### config.mk
export PLATFORM = sky130hd
export DESIGN_NAME = sha256_msg_schedule
export DESIGN_NICKNAME = d
export VERILOG_FILES = /design/src/rtl/sha256_msg_schedule.sv
export SDC_FILE = /design/constraint.sdc
export NUM_CORES = 1
export LEC_CHECK = 0
export CAP_MARGIN = 20
export CORE_MARGIN = 3
export CORE_UTILIZATION = 35
export CTS_CLUSTER_SIZE = 25
export DETAILED_ROUTE_END_ITERATION = 8
export DONT_BUFFER_PORTS = 1
export GPL_TIMING_DRIVEN = 0
export PLACE_DENSITY_LB_ADDON = 0.3
export SYNTH_ARGS = -nofsm -noshare
export SYNTH_HDL_FRONTEND = slang
export SYNTH_SLANG_ARGS = --single-unit
### constraint.sdc
create_clock -name i_clk -period 5.6 [get_ports i_clk]
set_input_delay 1.12 -clock i_clk [delete_from_list [all_inputs] [get_ports i_clk]]
set_output_delay 1.12 -clock i_clk [all_outputs]
set_load 0.02 [all_outputs]
### src/rtl/sha256_msg_schedule.sv
// SHA-256 message schedule: a 16-word sliding window that emits W[0..63] under ready/valid flow control.
// Optional macro SHA256_WSCHED_WK_EN adds the K ROM and the o_wk = W[t] + K[t] output.
`timescale 1ns/1ps
module sha256_msg_schedule #(
  parameter int WIDTH  = 32,
  parameter int ROUNDS = 64
) (
  input  logic                  i_clk,
  input  logic                  i_rst_n,
  input  logic                  i_start,
  input  logic [16*WIDTH-1:0]   i_block,
  input  logic                  i_ready,
  output logic                  o_busy,
  output logic                  o_valid,
  output logic [WIDTH-1:0]      o_w,
  output logic [WIDTH-1:0]      o_wk,
  output logic [5:0]            o_t,
  output logic                  o_last
);

  typedef enum logic [0:0] {S_IDLE = 1'b0, S_RUN = 1'b1} state_e;

  state_e      state_q, state_d;
  logic [31:0] w_q [0:15];
  logic [31:0] w_d [0:15];
  logic [5:0]  t_q, t_d;
  logic        transfer_s, last_s, load_s;
  logic [31:0] w_new_s;

  function automatic logic [31:0] add32(input logic [31:0] a, input logic [31:0] b);
    return a + b;
  endfunction

  function automatic logic [31:0] sig0(input logic [31:0] x);
    return {x[6:0], x[31:7]} ^ {x[17:0], x[31:18]} ^ (x >> 5'd3);
  endfunction

  function automatic logic [31:0] sig1(input logic [31:0] x);
    return {x[16:0], x[31:17]} ^ {x[18:0], x[31:19]} ^ (x >> 5'd10);
  endfunction

`ifdef SHA256_WSCHED_WK_EN
  localparam logic [31:0] K_ROM [0:63] = '{
    32'h428a2f98, 32'h71374491, 32'hb5c0fbcf, 32'he9b5dba5, 32'h3956c25b, 32'h59f111f1, 32'h923f82a4, 32'hab1c5ed5,
    32'hd807aa98, 32'h12835b01, 32'h243185be, 32'h550c7dc3, 32'h72be5d74, 32'h80deb1fe, 32'h9bdc06a7, 32'hc19bf174,
    32'he49b69c1, 32'hefbe4786, 32'h0fc19dc6, 32'h240ca1cc, 32'h2de92c6f, 32'h4a7484aa, 32'h5cb0a9dc, 32'h76f988da,
    32'h983e5152, 32'ha831c66d, 32'hb00327c8, 32'hbf597fc7, 32'hc6e00bf3, 32'hd5a79147, 32'h06ca6351, 32'h14292967,
    32'h27b70a85, 32'h2e1b2138, 32'h4d2c6dfc, 32'h53380d13, 32'h650a7354, 32'h766a0abb, 32'h81c2c92e, 32'h92722c85,
    32'ha2bfe8a1, 32'ha81a664b, 32'hc24b8b70, 32'hc76c51a3, 32'hd192e819, 32'hd6990624, 32'hf40e3585, 32'h106aa070,
    32'h19a4c116, 32'h1e376c08, 32'h2748774c, 32'h34b0bcb5, 32'h391c0cb3, 32'h4ed8aa4a, 32'h5b9cca4f, 32'h682e6ff3,
    32'h748f82ee, 32'h78a5636f, 32'h84c87814, 32'h8cc70208, 32'h90befffa, 32'ha4506ceb, 32'hbef9a3f7, 32'hc67178f2
  };
`endif

  // State register.
  always_ff @(posedge i_clk or negedge i_rst_n) begin
    if (!i_rst_n) begin
      state_q <= S_IDLE;
    end else begin
      state_q <= state_d;
    end
  end

  // Next-state logic; a start coinciding with the final transfer chains straight into the next block.
  always_comb begin
    state_d = state_q;
    case (state_q)
      S_IDLE: begin
        if (i_start) begin
          state_d = S_RUN;
        end else begin
          state_d = S_IDLE;
        end
      end
      S_RUN: begin
        if (transfer_s && last_s && !i_start) begin
          state_d = S_IDLE;
        end else begin
          state_d = S_RUN;
        end
      end
      default: state_d = S_IDLE;
    endcase
  end

  // Window and round-index next values: reload, shift-in of the next schedule word, or hold.
  always_comb begin
    transfer_s = (state_q == S_RUN) && i_ready;
    last_s     = (t_q == 6'(ROUNDS - 1));
    load_s     = i_start && ((state_q == S_IDLE) || (transfer_s && last_s));
    w_new_s    = add32(add32(sig1(w_q[14]), w_q[9]), add32(sig0(w_q[1]), w_q[0]));
    w_d        = w_q;
    t_d        = t_q;
    if (load_s) begin
      for (int k = 0; k < 16; k++) begin
        w_d[k] = i_block[16*WIDTH-1-32*k -: 32];
      end
      t_d = 6'd0;
    end else if (transfer_s) begin
      for (int k = 0; k < 15; k++) begin
        w_d[k] = w_q[k+1];
      end
      w_d[15] = w_new_s;
      if (last_s) begin
        t_d = 6'd0;
      end else begin
        t_d = t_q + 6'd1;
      end
    end else begin
      w_d = w_q;
      t_d = t_q;
    end
  end

  // Window and round-index registers.
  always_ff @(posedge i_clk or negedge i_rst_n) begin
    if (!i_rst_n) begin
      for (int k = 0; k < 16; k++) begin
        w_q[k] <= 32'h0;
      end
      t_q <= 6'd0;
    end else begin
      w_q <= w_d;
      t_q <= t_d;
    end
  end

  // Outputs are direct views of the state and window head.
  always_comb begin
    o_busy  = (state_q == S_RUN);
    o_valid = (state_q == S_RUN);
    o_w     = w_q[0];
    o_t     = t_q;
    o_last  = o_valid && last_s;
`ifdef SHA256_WSCHED_WK_EN
    if (o_valid) begin
      o_wk = add32(w_q[0], K_ROM[t_q]);
    end else begin
      o_wk = 32'h0;
    end
`else
    o_wk = 32'h0;
`endif
  end

endmodule

==> run_results.csv, run 1 <==
group,metric,value,unit
clocking,postCtsResizedCells,0,
run_status,violations,"max-slew violations",
worst_hold_path,hp-class,"in2async",
synthesis,synth_top_area_share,46.3,%
clocking,clock_latency,0.63,ns
clocking,cts_tree,"yes",
synthesis,synth-edff-count,0,
sta,rsz0062_at_grt,"false",
clocking,cts_buffer_depth,3,
routing,ant_nets,0,
setup_path,worst_path_most_repeated_cell,"fa_1",
grt,grt_overflow,0,
cells_and_area,mostFrequentLayoutCell,"nand2_1",
routing,first_pass_iters,6,
grt,track_usage,27.4,%
synthesis,async_flop_share,100,%
cells_and_area,drive_gt1_share,8.07,%
cells_and_area,fillers,8330,
clocking,postCtsSetupRepairBufs,0,
flow_run,drv_cap,0,
sta,hold_viol_final,0,
grt,grt_pass1_wl,165,mm
setup_path,critical_path_required,6.15,ns
clocking,path_clk_slew,0.06,ns
synthesis,synthFlopType,"dfrtp_1",
cells_and_area,nNetsFinal,4132,
floorplan,rows,103,
sta,holdWs,0.208,ns
sta,fmax,0.212,GHz
setup_path,crit_path_cell_trace,"clkbuf_1 -> xor2_1 -> xnor2_1 -> fa_1 -> inv_1 -> fa_1 -> ha_1 -> fa_1 -> a21o_1 -> nand4_1 -> a211o_1 -> a311oi_2 -> nor2_1 -> nor3_1 -> mux2_2 -> a21oi_1",
setup_path,slowest_delay,0.55,ns
floorplan,core-area,0.0793,sq mm
grt,grt_max_degree,520,
sta,fin_skew,0.0195,ns
power,p_per_area,706,mW/mm^2
sta,max_slew_margin,-7.31,%
setup_path,timing.critical_path.max_delay_family,"adder cells",
routing,wl_per_cell,25.5,microns
sta,worst_pin_slew,1.61,ns
routing,drc_errors,0,
setup_path,end_kind,"flip-flop",
floorplan,start_util,35.4,%
sta,post-route-min-period,4.71,ns
run_status,status,"finished, violations left",
grt,antenna_found_initial,31,
cells_and_area,area_delta_synth_final,12.7,%
sta,fin_crit_sh,84.0,%
clocking,clock-sinks,519,
place,io_buffer_count,0,
routing,drt_iter0_drc,2377,
synthesis,syn_avg_cell_area,8.19,sq um
routing,viasPerCell,5.34,
setup_path,crit_path_start_kind,"flip-flop",
floorplan,die_y,289,microns
place,gp_congestion,0.940,
clocking,cts_hold_buf,0,
routing,wl,118,mm
cells_and_area,final_cell_mix,"nand2_1 (1,004), dfrtp_1 (519), nor2_1 (516)",
setup_path,slowest_stage,"fa_1",
sta,final_max_slew_viol_count,92,
synthesis,synth_top_cell_by_area,"dfrtp_1",
synthesis,yosys_warnings,0,
power,leakage,14.1,nW
synthesis,synth_area,0.0281,sq mm
sta,setup_violations,0,
synthesis,synthCells,3429,
floorplan,die_w,289,microns
floorplan,dieArea,0.0836,sq mm
synthesis,ys_seq_elements,519,
synthesis,yosys.cell_types.count,60,
setup_path,arrival,5.25,ns
setup_path,worstSetupPathType,"reg2reg",
clocking,root_buffer,"clkbuf_16",
synthesis,yosysSeqAreaShare,46.3,%
power,ir_drop,0.000572,V
setup_path,critPathBufInv,2,
setup_path,cp_max_fo,5,
place,hpwlAfterDp,95.2,mm
sta,tns,0,ns
grt,grt_pass1_vias,24154,
synthesis,synth.area.top_cells,"dfrtp_1 (46%), nand2_1 (13%), a31oi_1 (11%)",
clocking,numCtsBuffers,60,
clocking,cts_max_level,2,
routing,num_vias,24775,
floorplan,ios,589,
[sequential cells by signal (all words and copies together), names as in the netlist]
register,cells
o_busy,1
o_t,6
o_w,32
w_q,480
[layout make-up]
cell class / instances / area, sq um / area share [%]
diodes: 23 / 57.6 / 0.182
inverters: 128 / 480 / 1.52
well taps: 1050 / 1310 / 4.15
clock buffers: 84 / 1740 / 5.51
plain buffers: 345 / 1680 / 5.30
flip-flops and latches: 519 / 13000 / 41.1
multi-input cells: 2468 / 13000 / 41.2
clock inverters: 25 / 330 / 1.04
[final timing paths]
path / start / end / slack, ns / cells past startpoint
setup / recovery: w_q[456] / w_q[25] / 0.89 / 16
hold / removal: i_rst_n / w_q[195] / 0.21 / 0
setup reg to reg: w_q[456] / w_q[25] / 0.89 / 16
hold reg to reg: w_q[8] / w_q[8] / 0.51 / 2
max in group asynchronous: i_rst_n / o_w[10] / 4.11 / 0
min in group i_clk: w_q[8] / w_q[8] / 0.51 / 2
[cell usage after synthesis, types with 4 or more instances]
cell type  number
a21oi_1        50
a21oi_2         4
fa_1           62
xnor2_1        76
nor3_1          8
o221ai_1        4
o22ai_1         9
nor2_1        516
ha_1           32
buf_1           6
a31oi_1       488
xor2_1         66
nand4_1         7
o21ai_0        22
nand3_1        12
buf_4          65
nor2b_1         5
a21o_1          9
nand2_1      1004
inv_1         128
clkbuf_1      169
o211ai_1        4
buf_2         104
dfrtp_1       519
[cells by family after synthesis]
kind of cell               after synthesis  share of synthesized area, %
and+or+nand+nor                       1571                          21.4
xor gates and xnor gates               142                          4.43
DFF                                    519                          46.3
other                                    1                        0.0134
buffers and inverters                  473                          7.68
adders and majority gates               94                          5.85
AOI/OAI and AO/OA                      623                          14.1
muxes                                    6                         0.241
[where the power goes]
part           switching (mW)  internal [mW]
sequential              0.820           4.75
clock                    1.73           2.45
combinational            7.62           4.98
total                    10.2           12.2
[per-stage QoR]
| stage | cell area [sq um] | setup WS, ns | power, mW | utilization (%) | std cells |
|---|---|---|---|---|---|
| floorplan | 28200 | 1.70 | 14.6 | - | 3460 |
| global placement | 29500 | 0.969 | 17.9 | 37.2 | 4510 |
| detailed placement | 29500 | 0.979 | 17.9 | 37.2 | 4510 |
| CTS | 31600 | 0.936 | 22.2 | 39.8 | 4619 |
| global route | 31600 | 0.688 | 23.9 | 39.9 | 4634 |
| finish | 31600 | 0.894 | 22.3 | 39.9 | 4642 |
[routing by layer]
layer	global-route usage (%)	vias up	share of wire (%)
met2	44.7	1072	47
met5	0	-	0.091
met3	7.29	178	9.4
met1	35.4	12116	40
met4	9.02	16	3.3
li1	-	11393	-
Note: power is estimated with default switching activity, not from simulation.
==> run 2: changes to the inputs <==
==> constraint.sdc (replaced) <==
create_clock -name i_clk -period 3.86 [get_ports i_clk]
set_input_delay 0.772 -clock i_clk [delete_from_list [all_inputs] [get_ports i_clk]]
set_output_delay 0.772 -clock i_clk [all_outputs]
set_load 0.02 [all_outputs]
==> run 2 against run 1 <==
Effect of this change:
- the flow finishes with violations (negative hold slack, max-slew violations, negative setup slack)
- critical path depth did not move
- fmax rose by 13%
- clock-buffer cell count fell by 1
- clock skew rose by 0.0082 ns
- non-clock buffer count fell by 10
- register-to-register slack got worse by 1.2 ns
- via count rose by 0.27%
- highest routed layer unchanged
- flip-flop and latch count did not move
- global-route usage fell by 0.054 points
- sequential power rose by 48%
- critical endpoint is now w_q[27]
==> run_results.csv, run 2 (synthesis gave the netlist of run 1 again) <==
group,metric,value,unit
sta,fmax,0.240,GHz
clocking,clock-sinks,519,
setup_path,slowest_delay,0.56,ns
clocking,root_buffer,"clkbuf_16",
floorplan,start_util,35.4,%
clocking,cts_buffer_depth,3,
sta,worst_pin_slew,1.58,ns
setup_path,end_kind,"flip-flop",
power,p_per_area,1080,mW/mm^2
routing,num_vias,24843,
sta,fin_skew,0.0277,ns
sta,post-route-min-period,4.16,ns
clocking,numCtsBuffers,58,
cells_and_area,area_delta_synth_final,13.9,%
sta,tns,-2.89,ns
setup_path,critical_path_required,4.39,ns
clocking,path_clk_slew,0.07,ns
setup_path,arrival,4.69,ns
place,gp_congestion,0.948,
floorplan,die_y,289,microns
grt,grt_pass1_wl,165,mm
grt,grt_pass1_vias,24461,
grt,antenna_found_initial,34,
grt,grt_max_degree,520,
setup_path,cp_max_fo,4,
routing,wl_per_cell,25.6,microns
routing,first_pass_iters,5,
clocking,cts_tree,"yes",
cells_and_area,mostFrequentLayoutCell,"nand2_1",
power,leakage,14.3,nW
routing,drt_iter0_drc,1960,
place,place_worst_setup_slack,-0.756,ns
place,place_area,0.0295,sq mm
cells_and_area,final_cell_mix,"nand2_1 (1,003), nor2_1 (515), dfrtp_1 (504)",
sta,rsz0062_at_grt,"true",
sta,fin_crit_sh,108,%
power,ir_drop,0.000906,V
setup_path,slowest_stage,"fa_1",
floorplan,ios,589,
cells_and_area,drive_gt1_share,10.4,%
routing,wl,118,mm
flow_run,drv_cap,0,
worst_hold_path,hp-class,"in2async",
run_status,status,"finished, violations left",
cells_and_area,largest_register_ffs,480,
place,io_buffer_count,0,
routing,ant_nets,0,
sta,holdWs,-0.150,ns
cells_and_area,nNetsFinal,4120,
sta,setup_ws,-0.303,ns
routing,viasPerCell,5.36,
clocking,clock_latency,0.63,ns
cells_and_area,top_register,"w_q",
place,hpwlAfterDp,94.6,mm
sta,setup_violations,17,
setup_path,crit_path_start_kind,"flip-flop",
setup_path,worstSetupPathType,"reg2reg",
floorplan,rows,103,
sta,hold_viol_final,145,
setup_path,worst_path_most_repeated_cell,"fa_1",
cells_and_area,fillers,8314,
cells_and_area,final_cell_area,0.0320,sq mm
sta,final_max_slew_viol_count,62,
grt,grt_overflow,0,
routing,drc_errors,0,
cells_and_area,final_util,40.3,%
clocking,cts_max_level,2,
floorplan,die_w,289,microns
run_status,violations,"negative hold slack, max-slew violations, negative setup slack",
sta,max_slew_margin,-5.08,%
setup_path,crit_path_cell_trace,"xor2_2 -> xnor2_2 -> fa_1 -> inv_2 -> fa_1 -> ha_2 -> fa_2 -> a21o_1 -> nand4_1 -> a211o_1 -> a311oi_4 -> buf_4 -> o21ai_4 -> a21oi_1 -> a31oi_1 -> a221oi_2",
grt,track_usage,27.4,%
floorplan,dieArea,0.0836,sq mm
floorplan,core-area,0.0793,sq mm
-- run 2: timing repair --
action | 4_1_cts | 5_1_grt
setup endpoints to repair | 27 | 24
buffers inserted | 14 | 4
hold endpoints to repair | 519 | 471
pin swaps | 42 | 23
resized for setup | 52 | 32
-- run 2: path summary, 6_finish.rpt --
kind                       startpoint       end  depth (start not counted)  slack (ns)
setup reg to reg             w_q[456]   w_q[27]                         16       -0.30
max in group asynchronous     i_rst_n  w_q[467]                          0        2.62
min in group i_clk            i_start    o_busy                          1        0.27
setup / recovery             w_q[456]   w_q[27]                         16       -0.30
hold / removal                i_rst_n  w_q[140]                          0       -0.15
hold reg to reg                w_q[3]    w_q[3]                          2        0.52
-- run 2: metrics by stage --
step / instances / power (mW)
finish: 4633 / 34.7
global route: 4624 / 36.9
CTS: 4610 / 33.2
detailed placement: 4510 / 25.9
global placement: 4510 / 25.8
floorplan: 3460 / 21.2
-- run 2: critical path, delay by kind of cell (launching register included) --
family | cells | cell delay (ns)
AO/OA/AOI/OAI | 7 | 1.37
buffers and inverters | 2 | 0.23
flip-flops | 1 | 0.50
AND/OR/NAND/NOR | 1 | 0.12
adder cells (fa/ha/maj) | 4 | 1.45
XOR/XNOR | 2 | 0.37
-- run 2: per-layer routing --
metal / global-route usage [%] / up-vias / wire [microns]
met5: 0 / - / 149
met4: 8.91 / 22 / 3510
met3: 7.51 / 185 / 11200
met2: 45.0 / 993 / 56300
met1: 34.9 / 12268 / 47300
li1: - / 11375 / -
-- run 2: area by class of cell --
class                      instances  area [sq um]  share of cell area (%)
timing repair buffer              17           143                   0.446
tap                             1050          1310                    4.11
antenna                           24          60.1                   0.188
multi-input combinational       2468         13300                    41.7
sequential                       519         13000                    40.7
clock inverter                    26           325                    1.02
clock buffer                      83          1730                    5.40
inverter                         128           480                    1.50
buffer                           318          1580                    4.93
-- run 2: power by group --
part | total (mW) | switching, mW | internal, mW
Sequential | 8.25 | 1.35 | 6.90
Combinational | 20.5 | 11.9 | 8.61
Clock | 5.94 | 2.47 | 3.47
